## src/rtl/wb_write_port_pkg.sv

```systemverilog
// ----------------------------------------------------------------------------
// wb_write_port_pkg
// Shared definitions for the write-back writer: reset and write-enable
// levels, null register address, zero word, default bus types and the
// stall-vector bit positions used by the stall controller.
// ----------------------------------------------------------------------------
package wb_write_port_pkg;

   localparam logic RstEnable    = 1'b1;
   localparam logic RstDisable   = 1'b0;
   localparam logic WriteEnable  = 1'b1;
   localparam logic WriteDisable = 1'b0;

   localparam logic [4:0]  NOPRegAddr = 5'd0;
   localparam logic [31:0] ZeroWord   = 32'd0;

   typedef logic [31:0] RegBus;
   typedef logic [4:0]  RegAddrBus;

   // Stall vector bit positions: bit4 = MEM stalled, bit5 = WB stalled.
   localparam int STALL_MEM = 4;
   localparam int STALL_WB  = 5;

endpackage

```

## src/rtl/wb_result_fifo.sv

```systemverilog
// ----------------------------------------------------------------------------
// wb_result_fifo
// Parameterised synchronous FIFO holding late divider results until a free
// slot on the register-file write port appears.
//
// Ports:
//   clk, rst   clock, synchronous active-high reset (empties the FIFO)
//   i_push     write i_din (ignored while full)
//   i_din      entry to write
//   i_pop      drop the head entry (ignored while empty)
//   o_dout     head entry (valid while !o_empty)
//   o_full     count == DEPTH
//   o_empty    count == 0
//   o_count    number of stored entries, 0..DEPTH
// ----------------------------------------------------------------------------
module wb_result_fifo #(
   parameter int DEPTH = 2,
   parameter int W     = 37
) (
   input  logic                       clk,
   input  logic                       rst,
   input  logic                       i_push,
   input  logic [W-1:0]               i_din,
   input  logic                       i_pop,
   output logic [W-1:0]               o_dout,
   output logic                       o_full,
   output logic                       o_empty,
   output logic [$clog2(DEPTH):0]     o_count
);

   localparam int PTR_W = $clog2(DEPTH);
   localparam int CNT_W = PTR_W + 1;
   localparam logic [CNT_W-1:0] FULL_CNT = CNT_W'(DEPTH);

   logic [W-1:0]     r_mem [DEPTH];
   logic [PTR_W-1:0] r_wptr;
   logic [PTR_W-1:0] r_rptr;
   logic [CNT_W-1:0] r_count;

   logic w_push;
   logic w_pop;

   // Guard the handshakes locally so the FIFO can never over/underflow.
   assign w_push = i_push && !o_full;
   assign w_pop  = i_pop  && !o_empty;

   assign o_full  = (r_count == FULL_CNT);
   assign o_empty = (r_count == '0);
   assign o_count = r_count;
   assign o_dout  = r_mem[r_rptr];

   always_ff @(posedge clk) begin
      if (w_push) begin
         r_mem[r_wptr] <= i_din;
      end
   end

   // DEPTH is a power of two, so pointer wrap is the natural overflow.
   always_ff @(posedge clk) begin
      if (rst) begin
         r_wptr  <= '0;
         r_rptr  <= '0;
         r_count <= '0;
      end else begin
         if (w_push) r_wptr <= r_wptr + 1'b1;
         if (w_pop)  r_rptr <= r_rptr + 1'b1;
         case ({w_push, w_pop})
            2'b10:   r_count <= r_count + 1'b1;
            2'b01:   r_count <= r_count - 1'b1;
            default: r_count <= r_count;
         endcase
      end
   end

endmodule

```

## src/rtl/wb_write_port.sv

```systemverilog
// ----------------------------------------------------------------------------
// wb_write_port
// Write-back stage writer. Registers MEM-stage results into the WB stage
// register and drives the register file's single write port (which doubles
// as the WB forwarding source). Late divider results wait in a small FIFO
// and are written in cycles where the stage register holds no write.
//
// Ports:
//   clk, rst        clock, synchronous active-high reset
//   stall_i[5:0]    stall vector (bit4 MEM stalled, bit5 WB stalled)
//   flush_i         squash the WB stage register (queue is kept)
//   mem_*_i         MEM-stage write enable / destination / result
//   div_valid_i     divider result valid, accepted when div_ready_o
//   div_ready_o     queue not full (registered count only)
//   div_waddr_i     divider destination
//   div_wdata_i     divider result
//   wb_wreg_o       regfile write enable / WB forwarding enable
//   wb_waddr_o      regfile write address
//   wb_wdata_o      regfile write data
//   stall_req_o     queue full: ask the stall controller for a bubble
//
// Optional feature (macro HILO_WB_EN): adds mem_whilo_i/mem_hi_i/mem_lo_i
// inputs and wb_whilo_o/wb_hi_o/wb_lo_o outputs carried by the stage
// register. HI/LO is never sourced from the divider queue.
// ----------------------------------------------------------------------------
module wb_write_port
   import wb_write_port_pkg::*;
#(
   parameter int REG_ADDR_W = 5,
   parameter int REG_W      = 32,
   parameter int QDEPTH     = 2
) (
   input  logic                  clk,
   input  logic                  rst,
   input  logic [5:0]            stall_i,
   input  logic                  flush_i,
   input  logic                  mem_wreg_i,
   input  logic [REG_ADDR_W-1:0] mem_waddr_i,
   input  logic [REG_W-1:0]      mem_wdata_i,
   input  logic                  div_valid_i,
   output logic                  div_ready_o,
   input  logic [REG_ADDR_W-1:0] div_waddr_i,
   input  logic [REG_W-1:0]      div_wdata_i,
   output logic                  wb_wreg_o,
   output logic [REG_ADDR_W-1:0] wb_waddr_o,
   output logic [REG_W-1:0]      wb_wdata_o,
`ifdef HILO_WB_EN
   input  logic                  mem_whilo_i,
   input  logic [REG_W-1:0]      mem_hi_i,
   input  logic [REG_W-1:0]      mem_lo_i,
   output logic                  wb_whilo_o,
   output logic [REG_W-1:0]      wb_hi_o,
   output logic [REG_W-1:0]      wb_lo_o,
`endif
   output logic                  stall_req_o
);

   localparam int QW    = REG_ADDR_W + REG_W;
   localparam int CNT_W = $clog2(QDEPTH) + 1;
   localparam logic [CNT_W-1:0] QFULL_CNT = CNT_W'(QDEPTH);

   // WB stage register
   logic                  r_wreg;
   logic [REG_ADDR_W-1:0] r_waddr;
   logic [REG_W-1:0]      r_wdata;
`ifdef HILO_WB_EN
   logic                  r_whilo;
   logic [REG_W-1:0]      r_hi;
   logic [REG_W-1:0]      r_lo;
`endif

   logic             w_push;
   logic             w_pop;
   logic [QW-1:0]    w_q_head;
   logic             w_q_full;
   logic             w_q_empty;
   logic [CNT_W-1:0] w_q_count;
   logic             w_mem_stall;
   logic             w_wb_stall;
   logic             w_unused;

   assign w_mem_stall = stall_i[STALL_MEM];
   assign w_wb_stall  = stall_i[STALL_WB];
   assign w_unused    = &{1'b0, stall_i[3:0]};

   // ---- MEM -> WB stage boundary ----
   always_ff @(posedge clk) begin
      if (rst == RstEnable) begin
         r_wreg  <= WriteDisable;
         r_waddr <= '0;
         r_wdata <= '0;
`ifdef HILO_WB_EN
         r_whilo <= WriteDisable;
         r_hi    <= '0;
         r_lo    <= '0;
`endif
      end else if (flush_i || (w_mem_stall && !w_wb_stall)) begin
         // Bubble: either a squash or MEM stalled while WB advances.
         r_wreg  <= WriteDisable;
         r_waddr <= '0;
         r_wdata <= '0;
`ifdef HILO_WB_EN
         r_whilo <= WriteDisable;
         r_hi    <= '0;
         r_lo    <= '0;
`endif
      end else if (!w_mem_stall) begin
         // Writes to r0 are architecturally dropped.
         r_wreg  <= mem_wreg_i && (mem_waddr_i != '0);
         r_waddr <= mem_waddr_i;
         r_wdata <= mem_wdata_i;
`ifdef HILO_WB_EN
         r_whilo <= mem_whilo_i;
         r_hi    <= mem_hi_i;
         r_lo    <= mem_lo_i;
`endif
      end
   end

   // Results to r0 complete the handshake but are never queued.
   assign w_push = div_valid_i && !w_q_full && (div_waddr_i != '0);

   wb_result_fifo #(
      .DEPTH (QDEPTH),
      .W     (QW)
   ) u_fifo (
      .clk     (clk),
      .rst     (rst),
      .i_push  (w_push),
      .i_din   ({div_waddr_i, div_wdata_i}),
      .i_pop   (w_pop),
      .o_dout  (w_q_head),
      .o_full  (w_q_full),
      .o_empty (w_q_empty),
      .o_count (w_q_count)
   );

   // Pipeline write wins; the queue head fills bubbles unless WB is stalled.
   always_comb begin
      wb_wreg_o  = WriteDisable;
      wb_waddr_o = '0;
      wb_wdata_o = '0;
      w_pop      = 1'b0;
      if (r_wreg) begin
         wb_wreg_o  = WriteEnable;
         wb_waddr_o = r_waddr;
         wb_wdata_o = r_wdata;
      end else if (!w_q_empty && !w_wb_stall) begin
         wb_wreg_o  = WriteEnable;
         {wb_waddr_o, wb_wdata_o} = w_q_head;
         w_pop      = 1'b1;
      end
   end

`ifdef HILO_WB_EN
   assign wb_whilo_o = r_whilo;
   assign wb_hi_o    = r_hi;
   assign wb_lo_o    = r_lo;
`endif

   // Both handshake outputs come only from registered queue state.
   assign div_ready_o = !w_q_full;
   assign stall_req_o = (w_q_count == QFULL_CNT);

endmodule

```

## config.mk

```make
export PLATFORM = sky130hd
export DESIGN_NAME = wb_write_port
export DESIGN_NICKNAME = d
export VERILOG_FILES = /design/src/rtl/wb_write_port_pkg.sv /design/src/rtl/wb_result_fifo.sv /design/src/rtl/wb_write_port.sv
export SDC_FILE = /design/constraint.sdc
export NUM_CORES = 1
export LEC_CHECK = 0
export BUFFER_PORTS_ARGS = -buffer_cell sky130_fd_sc_hd__buf_2
export CAP_MARGIN = 10
export CORE_ASPECT_RATIO = 0.5
export CORE_UTILIZATION = 45
export CTS_CLUSTER_DIAMETER = 150
export DETAILED_ROUTE_END_ITERATION = 8
export GPL_TIMING_DRIVEN = 0
export PLACE_DENSITY_LB_ADDON = 0.25
export SLEW_MARGIN = 15
export SYNTH_ARGS = -nofsm -noshare
export SYNTH_HDL_FRONTEND = slang
export SYNTH_SLANG_ARGS = --single-unit
```

## constraint.sdc

```tcl
create_clock -name clk -period 4.5 [get_ports clk]
set_input_delay 0.225 -clock clk [delete_from_list [all_inputs] [get_ports clk]]
set_output_delay 0.225 -clock clk [all_outputs]
set_load 0.05 [all_outputs]
```

Yosys cells after proc, flatten, opt, wreduce, memory -nomap -nowiden --
Memory sizes are Yosys's and may differ from the RTL's. A register that Yosys moved wholly into a read port is not among the register bits. Cells that the tools add are included.
Storage, ports and cells: bits in registers 42, RAM bits 74, output and inout bits 40, memories 1, word-level logic and storage cells 42, input port bits 85
Cells by class: reduce and logical (&&, ||, !) cells 16, equal/unequal tests 3, muxes and demuxes 12, $add $sub $neg 4
Memory list:
- u_fifo.r_mem | depth 2, width 37, read ports 1, clocked after memory_dff 1, wr ports 1, line wb_result_fifo.sv:35 | logic [W-1:0] r_mem [DEPTH];
Operators by type and width (number):
- $mux W32 | 2
- $mux W5 | 2
- $reduce_bool A5 Y1 | 2
- $logic_and A1 B1 Y1 | 7
- $mux W1 | 7
- $eq A2 B2 Y1 const B | 2
- $pmux W2 S2 | 1
- $logic_not A1 Y1 | 3
- $add A1 B1 Y1 const B | 2
- $add A2 B1 Y2 const B | 1
- $eq A2 B1 Y1 const B | 1
- $logic_not A2 Y1 | 1
- $reduce_bool A2 Y1 | 1
- $reduce_or A2 Y1 | 1
- $sub A2 B1 Y2 const B | 1
- $logic_or A1 B1 Y1 | 1

Longest topological paths before layout --
Gate-level depths: netlist (run 1).
depth in word-level cells 8, mapped depth 9, gate-level depth less buffers 7

Hierarchy --
From an unflattened synthesis (run 1), not the netlist that was laid out.
Second synthesis, totals: cell total of the unflattened synthesis 319, area, all modules 4670.7 um^2
By module, submodules not included:
- wb_result_fifo | times used 1, seq. area each 2322.2 um^2, area an instance 2882.8 um^2, cells each 141
- wb_write_port | times used 1, seq. area each 760.7 um^2, area an instance 1788.0 um^2, cells each 178

Worst setup path after synthesis (run 1) --
No wires, ideal clock.
path type reg2reg, start reg u_fifo.r_count[0] (netlist: u_fifo.o_count[0]), end mem u_fifo.r_mem[0][0], enable pin, setup slack 1.397 ns, path buffers 0, arrival 2.672 ns, setup time 0.431 ns, cell stages (with the launch flop) 4, required time 4.069 ns, cell sequence dfxtp_1 > nand2b_1 > o211ai_4 > nor2_1
On the way: cells in the longest elaborated chain, start to end 7
Ends and longest elaborated chain:
- start, declared | line wb_result_fifo.sv:38 | logic [CNT_W-1:0] r_count;
- start signal, assigned | line wb_result_fifo.sv:68 | 2'b10: r_count <= r_count + 1'b1;
- start signal, assigned | line wb_result_fifo.sv:69 | 2'b01: r_count <= r_count - 1'b1;
- start signal, assigned | line wb_result_fifo.sv:70 | default: r_count <= r_count;
- $eq A2 B2 Y1 (*) | line wb_result_fifo.sv:47 | assign o_full = (r_count == FULL_CNT);
- $logic_not A1 Y1 (*)
- net div_ready_o | line wb_write_port.sv:41 | output logic div_ready_o,
- $logic_and A1 B1 Y1 (2 in series) | line wb_write_port.sv:121 | assign w_push = div_valid_i && !w_q_full && (div_waddr_i != '0);
- $logic_and A1 B1 Y1 (*) | line wb_result_fifo.sv:44 | assign w_push = i_push && !o_full;
- $mux W1 (*) | line wb_result_fifo.sv:53 | if (w_push) begin
- $mux W1 (not written as such) (*) | line wb_result_fifo.sv:54 | r_mem[r_wptr] <= i_din;
- end, declared | line wb_result_fifo.sv:35
The timed path passes the listed nets; every way through them passes the cells marked *.

Worst setup path after layout (run 1) --
start reg u_fifo.r_count[0] (netlist: u_fifo.o_count[0]), end out wb_wdata_o[26]
On the way: cells in the longest elaborated chain, start to end 5
Ends and longest elaborated chain:
- $logic_not A2 Y1 | line wb_result_fifo.sv:48 | assign o_empty = (r_count == '0);
- $logic_not A1 Y1 | line wb_write_port.sv:148 | end else if (!w_q_empty && !w_wb_stall) begin
- $logic_and A1 B1 Y1 | line wb_write_port.sv:148
- $mux W32 | line wb_write_port.sv:148
- $mux W32 | line wb_write_port.sv:144 | if (r_wreg) begin
- end, declared | line wb_write_port.sv:46 | output logic [REG_W-1:0] wb_wdata_o,
Every way passes these cells.

==> results.md, run 1 <==
- Outcome: finished clean
- Main combinational cell family by area after synthesis: multiplexers
- First-pass GRT wire length: approximately 15 mm
- Reg2Reg Depth: 8
- CTS buffer count: 17
- Post-synth EDFFs: 74
- Port bufs: 119
- Core box area: between 0.009 and 0.01 mm²
- ANT cells: 0
- TNS Setup: 0 ps
- Hold depth: 1
- Netlist Area Pre-Place: between 0.004 and 0.005 mm²
- Avg Vias per Cell: about 4.9
- Switching power: ~0.0012 W
- Nets: 583
- Combinational share of power: 0.252
- DP Wirelength: between 6 and 7 mm
- Leakage: around 2.5 nW
- Gr ovfl total: 0
- Vias in the first global route: just over 3000
- Synth warn: 0
- Compound-Gate Fraction of Synth Area: 0.0558
- Detail Route Antenna Nets: 0
- Drt wl/cell: 15.2 µm
- Clock root buffer master: clkbuf_16
- Hold Crit Start: div_wdata_i[13]
- Pwr Density: 582 mW/mm²
- Clock share of power: 0.372
- Synth Area in Adders: 0.00272
- FF-to-FF Start: u_fifo.o_count[0]$_SDFFE_PP0P_
- Average size of a mapped cell: between 10 and 15 µm²
- Worst skew pair latency: 390 ps
- Tcrit/Tclk final: 0.533
- TritonCTS clock tree: yes
- Multi-input gate area: about 0.0014 mm²
- Maximum clock rate: 417 MHz
- Post-synthesis mux area share: 0.164
- Maxcap violations: 0
- Flop pwr share: 0.376
- Die ar.: 0.0107 mm²
- Ys async rst share: 0
- Kind of critical path: flop to output pin
- P&R area growth vs syn: 30.9%
- Setup Skew: just over 5 ps
- Worst slew margin relative to its limit: 0.589
- Clock Pin Slew Worst Setup and Hold Paths: about 60 ps
- Top post-synthesis cells by area: edfxtp_1, dfxtp_1, mux2i_1, o21ai_0, nor2_1
- Share of layout cells above drive strength 1: 0.337
- CP Data Arrival Time: 2170 ps
- Initial antenna violation count: 0
- Worst-path fanout max: 10
- Switch share: 0.329
- Die Y: about 73 µm
- Register area share after synthesis: 0.670
- Synth Area in Simple Gates: 0.0775
- Worst Setup Start Kind: flop
- Post-synth top area cell: edfxtp_1
- Internal Power: 0.00235 W
- Global placer's final weighted congestion: 0.757
- RSZ-0062 raised after global routing: no
- Hold Fails Final Rpt: 0
- Hold EP: u_fifo.r_mem[1][13]$_DFFE_PP_
- Final min period: 2400 ps
- Pins Over Slew Limit: 0
- Worst-Margin Slew: around 600 ps
- First DRT Iteration DRCs: 160
- Clock Sinks: approximately 120
- Buffer count from post-CTS setup fixing: 0
- Xor and xnor fraction of the mapped netlist area: 0.00381
- Residual DRC: 0
- Tot GR Track Use: 0.193
- Clock buffer depth: 2
- Worst VDD drop: roughly 0.4 mV
- Io pins: 125
- Critical Path End Type: output pin
- Yosys cell types: 26
- Largest net degree at the start of global routing: 23
- Worst hold margin: ~15 ps
- DRT Pass-1 Iters: 6
- Min-delay worst type: input port to flop
- Synth Net Count: about 440
- Number of synthesized register bits: between 100 and 150
- Top cell type's share of synthesized area: 0.483
- Filler cells: approximately 770
- Die Width: 145 µm
- Ys flop type: edfxtp_1
- Starting Density: 0.476
- Routed via count: roughly 3100
- Worst R2R End: u_fifo.o_count[1]$_SDFFE_PP0P_
- DRT Wirelength: ~10 mm
- H-tree Lvls: 4
- Final Setup Violations: 0
- CP required: around 4300 ps
- R2r setup slk: roughly 2200 ps
- Syn Inst Count: 356
- Most instantiated cells after synthesis: edfxtp_1, mux2i_1, dfxtp_1, nor2_1, o21ai_0
- Register area: ~0.003 mm²
- Row count: 25
[worst max-delay path by stage]
| stage | from | end | slack, ps | depth (start not counted) |
|---|---|---|---|---|
| after floorplan | u_fifo.o_count[0]$_SDFFE_PP0P_ | u_fifo.r_mem[0][0]$_DFFE_PP_ | 1400 | 3 |
| after global placement | u_fifo.o_count[0]$_SDFFE_PP0P_ | u_fifo.r_mem[0][16]$_DFFE_PP_ | 660 | 3 |
| after detailed placement | u_fifo.o_count[0]$_SDFFE_PP0P_ | u_fifo.o_count[1]$_SDFFE_PP0P_ | 2250 | 8 |
| after CTS | u_fifo.o_count[0]$_SDFFE_PP0P_ | wb_wdata_o[26] | 2110 | 6 |
| after global routing | u_fifo.o_count[0]$_SDFFE_PP0P_ | wb_wdata_o[25] | 1920 | 6 |
| final | u_fifo.o_count[0]$_SDFFE_PP0P_ | wb_wdata_o[26] | 2100 | 6 |
[layout by cell type (no fill, tap or decap), types with 4 or more instances in the layout]
master      instances
dfxtp_1            43
o21ai_0            38
clkinv_4            4
nor2_1             41
nand2_1            37
inv_1               4
mux2i_1            74
clkbuf_16          17
clkinvlp_4          4
edfxtp_1           74
buf_2             131
clkbuf_1            8
[per-stage QoR]
stage                util  worst slack, ps  area [µm²]  cells  power (W)
floorplan               -             1400        4600    356    0.00197
global placement    0.555              655        5360    610    0.00220
detailed placement  0.561             2250        5430    612    0.00223
CTS                 0.622             2110        6010    644    0.00353
global route        0.623             1920        6020    645    0.00364
finish              0.623             2100        6020    645    0.00350
[timing repair]
item                                    4_1_cts  5_1_grt
resized for setup                             0        0
endpoints found under the hold margin         0        2
endpoints found under the setup margin        0        0
hold buffers                                  0        1
[cells by family after synthesis]
| logic type | count (synthesis) |
|---|---|
| AOI/OAI and AO/OA | 47 |
| adders and majority gates | 1 |
| xor gates and xnor gates | 2 |
| muxes | 75 |
| buffers and inverters | 26 |
| and+or+nand+nor | 88 |
| DFF | 117 |
[state kept, by name (all words and copies together), names as in the netlist, named ones only]
register,cells
u_fifo.r_wptr,1
r_wdata,32
u_fifo.r_mem,74
r_waddr,5
r_wreg,1
u_fifo.o_count,2
u_fifo.r_rptr,1
[power by group through the flow]
| stage | combinational [W] | clock, W | sequential [W] |
|---|---|---|---|
| 2_1_floorplan | 0.000639 | 0 | 0.00133 |
| 3_3_place_gp | 0.000857 | 0 | 0.00134 |
| 3_5_place_dp | 0.000889 | 0 | 0.00134 |
| 4_1_cts | 0.000894 | 0.00132 | 0.00132 |
| 5_1_grt | 0.000948 | 0.00136 | 0.00133 |
| 6_report | 0.000882 | 0.00130 | 0.00132 |
[critical path: stages, from the launching register on]
cell,delay [ps]
dfxtp_1,400
o21bai_1,160
or2_1,250
buf_2,200
buf_2,210
o21ai_0,240
buf_2,310
[final cells by class]
type	count	area share
Buffer	22	0.0170
Clock buffer	17	0.0707
Clock inverter	15	0.0262
Inverter	4	0.00249
Multi-Input combinational cell	213	0.235
Sequential cell	117	0.512
Tap cell	135	0.0281
Timing Repair Buffer	122	0.109
[layer usage]
metal | wire [µm] | vias to the layer above | global-route usage
met1 | 4750 | 1491 | 0.252
li1 | - | 1560 | -
met3 | 455 | 2 | 0.0584
met4 | 38 | 0 | 0.0579
met5 | 0 | - | 0
met2 | 4550 | 78 | 0.315
Power figures use the tool's default switching activity.
==> inputs of run 2 (changes only) <==
==> constraint.sdc (replaced) <==
create_clock -name clk -period 2.4 [get_ports clk]
set_input_delay 0.12 -clock clk [delete_from_list [all_inputs] [get_ports clk]]
set_output_delay 0.12 -clock clk [all_outputs]
set_load 0.05 [all_outputs]
==> run 2 against run 1 <==
Against the previous run:
- setup slack worse by 2100 ps
- clock skew is 0.53 ps higher
- first-iteration DRC count is 66% higher
- sequential power is 88% higher
- via count is 11% higher
- combinational power is 110% higher
- power is 100% higher
- register-to-register slack worse by 2000 ps
- critical path depth is 2 higher
==> results.md, run 2 (synthesis results as in run 1) <==
- TritonCTS clock tree: yes
- Detail Route Antenna Nets: 0 (unchanged)
- Routed via count: 3482 (+11%)
- Overall power: 0.00706 W (+100%)
- Maximum clock rate: ~420 MHz
- Leakage: 2.80 nW (+14%)
- Vias in the first global route: 3495 (+13%)
- Most numerous cell on the critical path: buf_2
- Worst-Margin Slew: 681 ps (+66.9 ps)
- Critical path's slowest cell: dlygate4sd3_1
- Crit path depth: 8 (+2)
- DRT Pass-1 Iters: 4 (-2)
- ANT cells: 0 (unchanged)
- Final Setup Violations: 0 (unchanged)
- Core box area: 0.00967 mm² (unchanged)
- Multi-input gate area: 0.00142 mm² (+0.27%)
- DP Wirelength: 6.89 mm (about the same)
- First-pass GRT wire length: 17.2 mm (+12%)
- Die ar.: 0.0107 mm² (unchanged)
- Clock Pin Slew Worst Setup and Hold Paths: 50 ps (about the same)
- Min-delay worst type: input port to flop
- Worst-path fanout max: 10 (unchanged)
- Pwr Density: 1030 mW/mm² (+76%)
- Worst Setup Start Kind: input port
- Worst hold margin: 43.8 ps (+28.5 ps)
- Nets: 658 (+13%)
- Crit-path cells: dlygate4sd3_1 -> buf_2 -> o21bai_2 -> or2_1 -> buf_2 -> clkbuf_2 -> o21ai_0 -> clkbuf_4
- P&R area growth vs syn: 49.6%
- Starting Density: 0.476 (unchanged)
- Avg Vias per Cell: 4.84 (-0.37%)
- Residual DRC: 0 (unchanged)
- Largest registers: u_fifo.r_mem: 74 flops, r_wdata: 32 flops, r_waddr: 5 flops
- Commonest cells after routing, fill and taps aside: buf_2, dlygate4sd3_1, mux2i_1, edfxtp_1, dfxtp_1
- Row count: 25 (unchanged)
- Delay of the slowest critical-path stage: 560 ps (+160 ps)
- Die Y: 73.5 µm (unchanged)
- Drt wl/cell: 15.6 µm (+2.7%)
- FF-to-FF Start: u_fifo.o_count[0]$_SDFFE_PP0P_
- Clock root buffer master: clkbuf_16
- Clock buffer depth: 2 (unchanged)
- Worst R2R End: u_fifo.o_count[1]$_SDFFE_PP0P_
- Pins Over Slew Limit: 0 (unchanged)
- Tcrit/Tclk final: 0.983
- Io pins: 125 (unchanged)
- Setup Skew: 5.57 ps (+0.528 ps)
- Kind of critical path: input port to output pin
- DP Cell Count: 612 (unchanged)
- Gr ovfl total: 0 (unchanged)
- Share of layout cells above drive strength 1: 0.294 (-0.0432)
- Global placer's final weighted congestion: 0.740 (-2.3%)
- Reg2Reg Depth: 8 (unchanged)
- Die Width: 145 µm (unchanged)
- Hold Fails Final Rpt: 0 (unchanged)
- Hold Crit Start: flush_i
- Critical Path End Type: output pin
- Maxcap violations: 0 (unchanged)
- Bufs and invs on worst path: 5 (+2)
- Worst Setup EP: wb_wdata_o[21]
- Worst VDD drop: 0.623 mV (+54%)
- CP required: 2280 ps (-2000 ps)
- Register area: 0.00308 mm² (unchanged)
- R2r setup slk: 200 ps (-2020 ps)
- Largest Register: u_fifo.r_mem
- Filler cells: 680 (-11%)
- First DRT Iteration DRCs: 265 (+66%)
- Most common library cell in the layout ignoring fill and taps: buf_2
- Tot GR Track Use: 0.220 (+0.0270)
- CP startpoint: stall_i[5]
- Worst skew pair latency: 400 ps (about the same)
- Outcome: finished clean
- Largest net degree at the start of global routing: 21 (-8.7%)
- CTS buffer count: 17 (unchanged)
- DRT Wirelength: 11.2 mm (+15%)
- Initial antenna violation count: 0 (unchanged)
- Final min period: around 2400 ps
- Clock Sinks: 117 (unchanged)
- Largest register FFs: 74 (unchanged)
- Port bufs: 119 (unchanged)
- Top Family by Delay on Critical Path: buffers and inverters
- Worst slew margin relative to its limit: 0.545 (-0.0447)
- Finished Layout Cells: 720 (+12%)
- H-tree Lvls: 4 (unchanged)
- TNS Setup: 0 ps (unchanged)
- CP Data Arrival Time: 2240 ps (+70 ps)
==> run 2: where the power goes <==
part	switching, W	internal [W]
clock network	0.000876	0.00189
logic	0.00123	0.000588
registers	0.0000766	0.00240
total	0.00218	0.00488
==> run 2: layout make-up <==
class,count,share of cell area
Multi-Input combinational cell,213,0.206
Clock inverter,13,0.0295
Timing Repair Buffer,197,0.209
Inverter,4,0.00218
Sequential cell,117,0.448
Tap cell,135,0.0245
Clock buffer,19,0.0658
Buffer,22,0.0149
==> run 2: timing repair <==
action,4_1_cts,5_1_grt
setup buffers,0,0
hold buffers,76,0
endpoints found under the setup margin,0,12
resized for setup,0,19
hold endpoints to repair,116,0
==> run 2: worst min-delay path: stages <==
cell	delay (ps)
buf_2	80
nor2_1	50
nand4_1	80
o31ai_1	60
==> run 2: worst min path at each step <==
stage / end / slack, ps / cells after the start
global route: r_wreg$_SDFFE_PP0N_ / 60 / 4
floorplan: flop / 190 / 1
detailed placement: u_fifo.r_mem[0][29]$_DFFE_PP_ / 310 / 1
finish: r_wreg$_SDFFE_PP0N_ / 40 / 4
global placement: u_fifo.r_mem[1][27]$_DFFE_PP_ / 310 / 1
CTS: r_wreg$_SDFFE_PP0N_ / 30 / 4
==> run 2: per-layer routing <==
| metal | global-route usage | wire length [µm] | share of wire |
|---|---|---|---|
| met1 | 0.279 | 5300 | 0.47 |
| met2 | 0.376 | 5450 | 0.49 |
| met3 | 0.0509 | 341 | 0.030 |
| met4 | 0.0816 | 137 | 0.012 |
| met5 | 0 | 0 | 0 |
==> run 2: stage by stage <==
stage | cell area [µm²] | worst slack (ps) | util
final | 6880 | 41.8 | 0.712
after global routing | 6880 | -52.8 | 0.712
after CTS | 6850 | 43.1 | 0.709
after detailed placement | 5430 | 153 | 0.562
after global placement | 5370 | -446 | 0.555
after floorplan | 4600 | -96.1 | -
